===== src/rtl/pipeline_forward_hazard_unit.sv =====
// Forwarding-select and load-use hazard control for the 5-stage RV32I pipeline (EX/MEM/WB rd tracking).
// Selects and stall are combinational with zero latency; stall holds IF/ID and bubble_ex inserts a NOP into ID/EX.
module pipeline_forward_hazard_unit #(
  parameter int REG_ADDR_W = 5,
  parameter int CNT_W      = 16
) (
  input  logic                  clk,
  input  logic                  rst_n,
  input  logic                  id_valid,
  input  logic [REG_ADDR_W-1:0] id_rs1,
  input  logic [REG_ADDR_W-1:0] id_rs2,
  input  logic                  id_rs1_used,
  input  logic                  id_rs2_used,
  input  logic [REG_ADDR_W-1:0] id_rd,
  input  logic                  id_regwrite,
  input  logic                  id_memread,
  input  logic                  flush,
  output logic [1:0]            forward_rs1,
  output logic [1:0]            forward_rs2,
  output logic                  stall,
  output logic                  bubble_ex,
  output logic [CNT_W-1:0]      stall_count
);

  typedef struct packed {
    logic                  valid;
    logic [REG_ADDR_W-1:0] rs1;
    logic [REG_ADDR_W-1:0] rs2;
    logic                  rs1_used;
    logic                  rs2_used;
    logic [REG_ADDR_W-1:0] rd;
    logic                  regwrite;
    logic                  memread;
  } ex_slot_t;

  typedef struct packed {
    logic [REG_ADDR_W-1:0] rd;
    logic                  regwrite;
    logic                  memread;
  } mem_slot_t;

  typedef struct packed {
    logic [REG_ADDR_W-1:0] rd;
    logic                  regwrite;
  } wb_slot_t;

  ex_slot_t  ex_q;
  ex_slot_t  ex_d;
  mem_slot_t mem_q;
  wb_slot_t  wb_q;

  // MEM beats WB so the youngest producer wins; loads in MEM have no data yet and x0 is never forwarded.
  function automatic logic [1:0] fwd_sel(input logic                  used,
                                         input logic [REG_ADDR_W-1:0] src,
                                         input mem_slot_t             mem,
                                         input wb_slot_t              wb);
    logic [1:0] sel;
    sel = 2'b00;
    if (used && mem.regwrite && !mem.memread && (mem.rd != '0) && (mem.rd == src)) begin
      sel = 2'b01;
    end else if (used && wb.regwrite && (wb.rd != '0) && (wb.rd == src)) begin
      sel = 2'b10;
    end
    return sel;
  endfunction

  always_comb begin
    forward_rs1 = fwd_sel(ex_q.rs1_used, ex_q.rs1, mem_q, wb_q);
    forward_rs2 = fwd_sel(ex_q.rs2_used, ex_q.rs2, mem_q, wb_q);
  end

  // Flush outranks stall: the ID instruction is dead, so holding it would be pointless.
  always_comb begin
    stall = !flush && id_valid && ex_q.valid && ex_q.memread && (ex_q.rd != '0) &&
            ((id_rs1_used && (id_rs1 == ex_q.rd)) || (id_rs2_used && (id_rs2 == ex_q.rd)));
    bubble_ex = stall | flush;
  end

  always_comb begin
    ex_d = '0;
    if (id_valid && !stall && !flush) begin
      ex_d.valid    = 1'b1;
      ex_d.rs1      = id_rs1;
      ex_d.rs2      = id_rs2;
      ex_d.rs1_used = id_rs1_used;
      ex_d.rs2_used = id_rs2_used;
      ex_d.rd       = id_rd;
      ex_d.regwrite = id_regwrite;
      ex_d.memread  = id_memread;
    end
  end

  always_ff @(posedge clk or negedge rst_n) begin
    if (!rst_n) begin
      ex_q        <= '0;
      mem_q       <= '0;
      wb_q        <= '0;
      stall_count <= '0;
    end else begin
      ex_q           <= ex_d;
      mem_q.rd       <= ex_q.rd;
      mem_q.regwrite <= ex_q.valid & ex_q.regwrite;
      mem_q.memread  <= ex_q.valid & ex_q.memread;
      wb_q.rd        <= mem_q.rd;
      wb_q.regwrite  <= mem_q.regwrite;
      if (stall && (stall_count != '1)) begin
        stall_count <= stall_count + CNT_W'(1);
      end
    end
  end

endmodule


===== config.mk =====
export PLATFORM = sky130hd
export DESIGN_NAME = pipeline_forward_hazard_unit
export DESIGN_NICKNAME = d
export VERILOG_FILES = /design/src/rtl/pipeline_forward_hazard_unit.sv
export SDC_FILE = /design/constraint.sdc
export NUM_CORES = 1
export LEC_CHECK = 0
export CORE_MARGIN = 2
export CORE_UTILIZATION = 30
export CTS_BUF_LIST = sky130_fd_sc_hd__clkbuf_16
export DETAILED_ROUTE_END_ITERATION = 8
export RECOVER_POWER = 100
export SYNTH_ARGS = -nofsm -noshare
export SYNTH_HDL_FRONTEND = slang
export SYNTH_SLANG_ARGS = --single-unit

===== constraint.sdc =====
create_clock -name clk -period 5.7 [get_ports clk]
set_clock_uncertainty 0.1 [all_clocks]
set_input_delay 1.14 -clock clk [delete_from_list [all_inputs] [get_ports clk]]
set_output_delay 1.14 -clock clk [all_outputs]
set_load 0.005 [all_outputs]

Word-level counts from Yosys, hierarchy flattened:

Index checks and enable logic that the tools add are counted.

* register bits after elaboration: 49
* input port bits: 23
* output and inout bits: 22
* logic and storage cells: 61

* add/sub/neg operators: 1
* equal/unequal tests: 7
* multiplexer cells: 5
* bitwise logic cells: 3
* reductions and logical operators: 31

Operator list (number)
* equality test 5 bit: 6
* logical AND 1 bit: 24
* 2-to-1 mux 20 bit: 1
* adder 16 x 1 -> 16 bit, second input constant: 1
* inequality test 16 bit, second input constant: 1
* nonzero test 5 bit: 3
* 2-to-1 mux 2 bit: 4
* logical NOT 1 bit: 3
* bitwise AND 1 bit: 2
* logical OR 1 bit: 1
* OR 1 bit: 1

Logic depth before layout (Yosys ltp):

Gate-level depths: netlist of the first run.

* word-level depth: 10
* gate-level depth with buffers: 6
* gate-level depth less buffers: 6

Worst setup path after synthesis of the first run:

Ideal clock, no wire load.

* kind: input to output
* start: input flush
* end: output bubble_ex
* arrival time: 1.984 ns
* data required time: 4.460 ns
* slack: 2.476 ns
* stages on the path: 4
* path buffers: 0
* cell sequence: nand2b_1 > a211oi_1 > and2_1 > or2_2

* word-level cells in the longest chain between the ends: 7

RTL lines
* from (decl): RTL line 17 `input logic flush,`
* logical NOT 1 bit: RTL line 74 `stall = !flush && id_valid && ex_q.valid && ex_q.memread && (ex_q.rd != '0) &&`
* logical AND 1 bit (5 in series): RTL line 74
* via stall: RTL line 20 `output logic stall,`
* OR 1 bit: RTL line 76 `bubble_ex = stall | flush;`
* to (decl): RTL line 21 `output logic bubble_ex,`

The timed path passes the listed nets, and every way through them passes these cells.

Worst setup path after layout of the first run:

* start: input id_rs1[3]
* end: output bubble_ex

* word-level cells in the longest chain between the ends: 5

RTL lines
* from (decl): RTL line 10 `input logic [REG_ADDR_W-1:0] id_rs1,`
* equality test 5 bit: RTL line 75 `((id_rs1_used && (id_rs1 == ex_q.rd)) || (id_rs2_used && (id_rs2 == ex_q.rd)));`
* logical AND 1 bit: RTL line 75
* logical OR 1 bit: RTL line 75
* logical AND 1 bit: RTL line 74
* OR 1 bit: RTL line 76

No other way between the ends.

==> flow_summary_export.csv, run 1 <==
group,metric,value,unit
setup_path,rr_endpoint,"ex_q[11]",
synth,ys_seq_area_share,55.1,%
clocking,path_clk_slew,60,ps
outcome,violations,"capacitance limit, slew limit",
route,wire_per_inst,13.1,um
route,ant_nets,0,
global_route,grt_pass1_wl,7430,um
clocking,max-clock-path-buffers,2,
clocking,cts_setup_buffers,0,
clocking,cts-root-buf,"clkbuf_16",
outcome,status,"finished, violations left",
global_route,grt_pass1_vias,1462,
hold_path,min_to,"wb_q[0]",
timing,fin_crit,4640,ps
synth,synth_area_per_cell,11.8,um2
clocking,clkLatencyLatePin,290,ps
hold_path,hold_depth,0,
placement,placed_area,0.00277,mm2
layout,area_growth,32.4,%
power,total_leakage_power,1.30,nW
timing,finalHoldViolations,0,
power,vdd.ir_drop.worst,0.000137,V
floorplanning,design.core.area,0.00721,mm2
run,maxCapViolations,1,
route,vias,1496,
synth,synth_seq_cells,49,
route,drtIter0Drc,65,
setup_path,crit_start,"id_rs1[3]",
clocking,cts_hold_buf,0,
global_route,grt_max_degree,50,
synth,ys_top_cells_by_area,"dfrtp_1, xnor2_1, and2_1, nand4_1, xor2_1",
route,wl,4410,um
clocking,cts.sinks,49,
timing,rsz0062_at_grt,"false",
global_route,grt-ovfl-total,0,
synth,yosys_warnings,0,
layout,nNetsFinal,260,
floorplanning,row_count,31,
timing,fin_crit_sh,81.5,%
timing,maxSlewHeadroom,-69.9,%
setup_path,crit_path_end_kind,"output port",
setup_path,cp-start-kind,"input port",
layout,fin_util,40.8,%
global_route,grt_usage,11.4,%
setup_path,required,4460,ps
synth,synth_commonest_cells,"dfrtp_1, xnor2_1, and2_1",
layout,design_area,0.00295,mm2
placement,gp_congestion,0.780,
synth,synthArstFlopShare,100,%
route,drc,0,
synth,ys.flop_type,"dfrtp_1",
synth,syn_area,0.00223,mm2
clocking,cts_tree,"yes",
floorplanning,die_w,90.1,um
timing,timing.fmax,215,MHz
synth,synth_area_leader_cell,"dfrtp_1",
setup_path,crit_fanout,17,
layout,antenna_cells,0,
setup_path,r2r_start,"ex_q[3]",
placement,dp_hpwl,3310,um
timing,tightest_slew,2550,ps
synth,synth_top_area_share,55.1,%
hold_path,min_path_type,"reg2reg",
synth,syn_nets,212,
floorplanning,die_h,90.1,um
synth,synth_edf_count,0,
clocking,ctsResizeCount,0,
floorplanning,start_util,30.9,%
timing,fin_tns_setup,0,ps
timing,final-max-slew-violation-count,50,
floorplanning,num_io_pins,45,
setup_path,worst_ep_arrival_time,3400,ps
floorplanning,dieArea,0.00812,mm2
route,drtPass1Iterations,4,
power,power_density,270,mW/mm2
synth,synth_most_common_cell,"dfrtp_1",
power,finalPower,0.797,mW
placement,io_buffers,44,
setup_path,r2r_slack,3330,ps
global_route,antenna_found_initial,0,
synth,ys_types,32,
setup_path,worst_r2r_path_depth,5,
synth,synth_cells,188,
layout,drive_gt1_share,6.33,%
route,vias_per_cell,4.45,
timing,setup_viol,0,
clocking,tritoncts.num_buffers,5,
setup_path,critPathKind,"in2out",
hold_path,worstHoldStart,"mem_q[1]",
clocking,htree_levels,2,
-- sequential cells by signal (all words and copies together) (netlist names) --
register / cells
wb_q: 6
stall_count: 16
ex_q: 20
mem_q: 7
-- through the flow --
stage	hold WS, ps	setup slack, ps	cells
after floorplan	247	2480	188
after global placement	259	1270	328
after detailed placement	263	1200	328
after CTS	278	1200	336
after global routing	292	901	336
final	278	1060	336
-- area by class of cell --
| type | count | area, um2 |
|---|---|---|
| Inverter | 3 | 11.3 |
| Tap cell | 99 | 124 |
| Clock buffer | 5 | 125 |
| Timing Repair Buffer | 44 | 434 |
| Fill cell | 708 | 4270 |
| Multi-Input combinational cell | 133 | 961 |
| Clock inverter | 3 | 65.1 |
| Sequential cell | 49 | 1230 |
-- layout by cell type, fill, tap and decap left out --
cell,Yosys,final
nand2b_1,1,1
mux2_2,1,1
and4_1,1,1
clkdlybuf4s50_1,0,21
dlygate4sd3_1,0,22
xnor2_1,36,36
a21oi_1,1,1
or4_1,2,2
dfrtp_1,49,49
o22ai_4,1,1
or2_2,1,1
nor4_4,2,1
nor3_2,1,1
nor2_1,4,4
nand4_1,15,15
a211oi_1,1,1
and2_1,21,4
nor3_1,4,4
nand2_1,10,10
clkbuf_1,2,1
nand3_1,8,8
a211o_4,1,1
inv_1,3,3
nor2b_1,1,1
nor4_1,2,3
o21ai_0,2,3
mux2_1,1,1
clkbuf_16,0,5
and2_0,0,17
xor2_1,8,8
nor2_4,1,1
and3_1,3,3
nand3b_1,2,2
ha_1,1,1
clkinv_2,0,1
bufinv_16,0,2
-- how the worst max path moves through the flow --
stage	to	slack, ps
finish	bubble_ex	1060
global route	bubble_ex	900
CTS	bubble_ex	1200
detailed placement	bubble_ex	1200
global placement	bubble_ex	1270
floorplan	bubble_ex	2480
-- routing by layer --
| layer | vias up | GRT usage [%] | share of wire, % |
|---|---|---|---|
| met5 | - | 0 | 0 |
| met1 | 726 | 15.3 | 48 |
| met2 | 29 | 17.7 | 47 |
| met4 | 0 | 5.00 | 2.0 |
| li1 | 735 | - | - |
| met3 | 6 | 2.51 | 3.0 |
-- cells by family (layout without fill, tap and decap cells) --
family                   after synthesis  in the layout  share of synthesized area, %
adder cells (fa/ha/maj)                1              1                         0.562
XOR/XNOR                              44             44                          17.3
multiplexers                           2              2                          1.01
buffers and inverters                  6             55                          1.07
flip-flops                            49             49                          55.1
AND/OR/NAND/NOR                       79             79                          22.0
AO/OA/AOI/OAI                          7              7                          2.92
-- power by group --
group	internal [mW]	total [mW]	switching (mW)
registers	0.357	0.366	0.00956
logic	0.0299	0.0537	0.0238
clock network	0.250	0.377	0.126
-- critical path: stages --
cell           delay (ps)
dlygate4sd3_1         560
xnor2_1               140
nand4_1               200
o22ai_4               480
and2_0                220
or2_2                 110
dlygate4sd3_1         550
No activity file was read; power rests on OpenSTA's default activity.
==> inputs of run 2 (changes only) <==
- clock period: 5.7 -> 4.54 ns (I/O delays scaled with it)
==> run 2 against run 1 <==
Net effect: critical endpoint unchanged; core utilization is 0.42 points lower; sequential cell count stayed put; clock power is 11% lower; the run still ends with capacitance limit, slew limit left; largest power group is now sequential cells; final area is 1.0% lower.
==> flow_summary_export.csv, run 2 (synthesized netlist as in run 1, its figures left out) <==
group,metric,value,unit
timing,fin_tns_setup,0,ps
route,vias,1491,
global_route,grt-ovfl-total,0,
timing,rsz0062_at_grt,"false",
layout,area_growth,31.0,%
setup_path,required,3530,ps
route,vias_per_cell,4.42,
clocking,cts_hold_buf,0,
power,power_frac_seq,53.3,%
floorplanning,die_w,90.1,um
layout,final_cell_count_no_fill,337,
setup_path,crit_path_end_kind,"output port",
timing,maxSlewHeadroom,-66.6,%
clocking,ctsResizeCount,0,
clocking,path_clk_slew,60,ps
setup_path,cp_slowest_cell,"dlygate4sd3_1",
route,drc,0,
placement,placed_area,0.00280,mm2
setup_path,critPathKind,"in2out",
timing,setup_ws,656,ps
layout,antenna_cells,0,
global_route,antenna_found_initial,0,
outcome,status,"finished, violations left",
layout,design_area,0.00292,mm2
timing,fin_crit_sh,85.5,%
power,pwr-share-comb,7.9,%
clocking,clkLatencyLatePin,280,ps
timing,setup_viol,0,
floorplanning,row_count,31,
timing,timing.fmax,257,MHz
setup_path,worst_ep_arrival_time,2880,ps
timing,final-max-slew-violation-count,50,
timing,tightest_slew,2500,ps
route,drtIter0Drc,74,
placement,dp_hpwl,3350,um
setup_path,crit_chain,"dlygate4sd3_1, xnor2_1, nand4_1, o22ai_4, and2_0, or2_2, dlygate4sd3_1",
power,switching_share,21.0,%
setup_path,cp-start-kind,"input port",
clocking,htree_levels,2,
layout,nNetsFinal,263,
layout,final_cell_mix,"dfrtp_1, xnor2_1, clkdlybuf4s50_1, dlygate4sd3_1, nand4_1",
global_route,grt_max_degree,50,
global_route,grt_pass1_vias,1538,
power,netSwitchingPower,0.181,mW
route,ant_nets,0,
floorplanning,num_io_pins,45,
layout,layout_commonest_cell,"dfrtp_1",
power,power_density,296,mW/mm2
power,vdd.ir_drop.worst,0.000138,V
run,maxCapViolations,1,
clocking,max-clock-path-buffers,2,
clocking,cts_setup_buffers,0,
placement,gp_congestion,0.740,
global_route,grt_pass1_wl,7650,um
power,total_leakage_power,1.28,nW
floorplanning,die_h,90.1,um
power,p_clk_share,38.9,%
layout,drive_gt1_share,6.30,%
route,wl,4330,um
route,drtPass1Iterations,4,
timing,fin_crit,3880,ps
placement,dp_cells,331,
global_route,grt_usage,11.9,%
placement,io_buffers,44,
setup_path,cp_common_cell,"dlygate4sd3_1",
power,finalPower,0.864,mW
route,wire_per_inst,12.9,um
clocking,cts.sinks,49,
clocking,cts-root-buf,"clkbuf_16",
clocking,cts_tree,"yes",
hold_path,min_path_type,"reg2reg",
layout,reg_top3,"ex_q (20), stall_count (16), mem_q (7)",
outcome,violations,"capacitance limit, slew limit",
floorplanning,design.core.area,0.00721,mm2
layout,regMostFlops,"ex_q",
clocking,tritoncts.num_buffers,5,
power,p_int,0.683,mW
floorplanning,start_util,30.9,%
floorplanning,dieArea,0.00812,mm2
timing,finalHoldViolations,0,
setup_path,crit_fanout,2,
layout,largest_reg_flops,20,
setup_path,max_stage_delay,560,ps
placement,dp_slack,807,ps
## run 2: changes by cell type in the layout (fill, tap and decap cells not counted)
| cell | before | now |
|---|---|---|
| and2_0 | 17 | 12 |
| and2_1 | 4 | 9 |
| buf_4 | 0 | 1 |
| bufinv_16 | 2 | 0 |
| clkbuf_1 | 1 | 3 |
| clkdlybuf4s50_1 | 21 | 22 |
| dlygate4sd3_1 | 22 | 21 |
| nor4_1 | 3 | 2 |
| nor4_4 | 1 | 2 |
## run 2: power groups by stage
| stage | logic, mW | registers (mW) | clock network, mW |
|---|---|---|---|
| final | 0.0679 | 0.460 | 0.336 |
| after global placement | 0.0706 | 0.468 | 0 |
| after CTS | 0.0715 | 0.460 | 0.348 |
| after floorplan | 0.0345 | 0.465 | 0 |
| after detailed placement | 0.0713 | 0.468 | 0 |
| after global routing | 0.0770 | 0.461 | 0.368 |
## run 2: through the flow
step,hold WS [ps],util (%)
finish,307,40.4
global route,318,40.4
CTS,305,40.5
detailed placement,291,38.7
global placement,287,38.7
floorplan,247,-
## run 2: path summary, 6_finish.rpt
kind | startpoint | end | slack [ps] | cells after the start
worst max-delay path | id_rs1[0] | bubble_ex | 660 | 7
worst min-delay path | mem_q[1] | wb_q[0] | 310 | 0
worst max register to register | ex_q[2] | ex_q[3] | 2000 | 7
worst min register to register | mem_q[1] | wb_q[0] | 310 | 0
max in group asynchronous | rst_n | mem_q[3] | 1620 | 1
min in group asynchronous | rst_n | stall_count[9] | 1290 | 1
## run 2: layer usage
| metal | wire, um | up-vias | track usage (%) |
|---|---|---|---|
| met1 | 2010 | 719 | 16.0 |
| met4 | 74 | 0 | 4.62 |
| li1 | - | 739 | - |
| met5 | 0 | - | 0 |
| met2 | 2090 | 28 | 18.5 |
| met3 | 158 | 5 | 2.93 |
## run 2: layout make-up
type / count / area [um2]
Fill cell: 739 / 4300
Sequential cell: 49 / 1230
Multi-Input combinational cell: 133 / 976
Timing Repair Buffer: 47 / 449
Clock buffer: 5 / 125
Tap cell: 99 / 124
Inverter: 3 / 11.3
Clock inverter: 1 / 5.00
## run 2: critical path, delay by kind of cell
| family | cells | cell delay (ps) |
|---|---|---|
| buffers and inverters | 2 | 1110 |
| and+or+nand+nor | 3 | 490 |
| AOI/OAI and AO/OA | 1 | 210 |
| xor gates and xnor gates | 1 | 150 |
==> inputs of run 3 (changes only) <==
- CTS_CLUSTER_DIAMETER: unset -> 60
- PLACE_DENSITY: unset -> 0.48
==> run 3 against run 2 <==
Net effect: the flow still finishes with violations (capacitance limit, slew limit); power increased by 16%; sequential power barely moved; combinational power rose by 3.4%; critical path depth unchanged; wire length rose by 6.2%; sequential cell count unchanged; final area increased by 2.2%; non-clock buffer count rose by 1; critical endpoint unchanged; critical path type unchanged.
==> flow_summary_export.csv, run 3 (synthesized netlist as in run 1, its figures left out) <==
group,metric,value,unit
outcome,status,"finished, violations left",
outcome,violations,"capacitance limit, slew limit",
global_route,grt_pass1_wl,8140,um
global_route,antenna_found_initial,0,
timing,tightest_slew,2590,ps
route,drc,0,
route,wire_per_inst,13.5,um
hold_path,worstHoldStart,"mem_q[1]",
power,vdd.ir_drop.worst,0.000155,V
power,total_leakage_power,1.31,nW
route,vias_per_cell,4.33,
layout,final_cell_mix,"dfrtp_1, xnor2_1, clkdlybuf4s50_1, dlygate4sd3_1, nand4_1",
setup_path,r2r_start,"ex_q[3]",
route,drtIter0Drc,47,
setup_path,worst_ep_arrival_time,2920,ps
hold_path,hold_depth,0,
timing,holdWs,290,ps
floorplanning,row_count,31,
timing,setup_viol,0,
timing,finalHoldViolations,0,
timing,maxSlewHeadroom,-72.7,%
floorplanning,dieArea,0.00812,mm2
run,maxCapViolations,1,
global_route,grt_usage,12.5,%
setup_path,crit_chain,"dlygate4sd3_1, xnor2_1, nand4_1, o22ai_4, and2_0, or2_2, dlygate4sd3_1",
global_route,grt_pass1_vias,1550,
clocking,cts-root-buf,"clkbuf_16",
layout,largest_reg_flops,20,
clocking,cts_tree,"yes",
power,finalPower,1.00,mW
placement,dp_hpwl,3500,um
setup_path,cp_common_cell,"dlygate4sd3_1",
setup_path,cp-start-kind,"input port",
clocking,ctsResizeCount,0,
power,power_density,336,mW/mm2
clocking,htree_levels,2,
global_route,grt_max_degree,50,
timing,fin_tns_setup,0,ps
floorplanning,die_w,90.1,um
layout,fillCellCount,710,
placement,dp_slack,802,ps
layout,nNetsFinal,264,
floorplanning,design.core.area,0.00721,mm2
setup_path,critPathKind,"in2out",
clocking,tritoncts.num_buffers,5,
clocking,max-clock-path-buffers,2,
route,ant_nets,0,
clocking,cts_hold_buf,0,
setup_path,crit_path_end_kind,"output port",
clocking,clkLatencyLatePin,280,ps
setup_path,rr_endpoint,"ex_q[8]",
clocking,cts.sinks,49,
layout,reg_top3,"ex_q (20), stall_count (16), mem_q (7)",
placement,dp_cells,332,
layout,drive_gt1_share,7.47,%
floorplanning,die_h,90.1,um
layout,fin_util,41.3,%
setup_path,r2r_slack,1880,ps
setup_path,worst_r2r_path_depth,7,
route,drtPass1Iterations,2,
layout,final_cell_count_no_fill,340,
layout,layout_commonest_cell,"dfrtp_1",
timing,rsz0062_at_grt,"false",
timing,fin_crit,3930,ps
clocking,path_clk_slew,60,ps
layout,area_growth,34.0,%
layout,antenna_cells,0,
layout,regMostFlops,"ex_q",
hold_path,min_path_type,"reg2reg",
setup_path,max_stage_delay,580,ps
layout,design_area,0.00298,mm2
hold_path,min_to,"wb_q[0]",
clocking,cts_setup_buffers,0,
timing,timing.fmax,254,MHz
floorplanning,num_io_pins,45,
placement,io_buffers,44,
route,vias,1471,
setup_path,required,3530,ps
timing,final-max-slew-violation-count,50,
floorplanning,start_util,30.9,%
placement,gp_congestion,0.842,
global_route,grt-ovfl-total,0,
setup_path,crit_fanout,2,
route,wl,4600,um
timing,fin_crit_sh,86.6,%
placement,placed_area,0.00280,mm2
setup_path,cp_slowest_cell,"dlygate4sd3_1",
timing,setup_ws,608,ps
==> run 3: report_power, final <==
part           internal, mW  switching (mW)
clock network         0.315           0.159
logic                0.0384          0.0318
registers             0.448          0.0117
==> run 3: routing by layer <==
metal	up-vias	part of all wire [%]	wire length, um	global-route usage [%]
li1	747	-	-	-
met1	698	48	2220	16.9
met2	20	48	2190	19.9
met3	6	2.3	105	2.43
met4	0	1.7	77	4.62
met5	-	0	0	0
==> run 3: layout make-up <==
class / count / area (um2) / share of cell area, %
sequential: 49 / 1230 / 41.1
multi-input combinational: 133 / 976 / 32.7
timing repair buffer: 48 / 454 / 15.2
clock buffer: 5 / 125 / 4.20
tap: 99 / 124 / 4.15
clock inverter: 3 / 65.1 / 2.18
inverter: 3 / 11.3 / 0.378
==> run 3: how the worst max path moves through the flow <==
stage,start,to,slack (ps)
after floorplan,flush,bubble_ex,1780
after global placement,id_rs1[1],bubble_ex,790
after detailed placement,id_rs1[1],bubble_ex,800
after CTS,id_rs1[1],bubble_ex,800
after global routing,id_rs1[1],bubble_ex,490
final,id_rs1[1],bubble_ex,610
==> run 3: critical path: cells and delay by family <==
kind,cells,cell delay (ps)
AOI/OAI and AO/OA,1,210
xor gates and xnor gates,1,210
buffers and inverters,2,1130
and+or+nand+nor,3,460
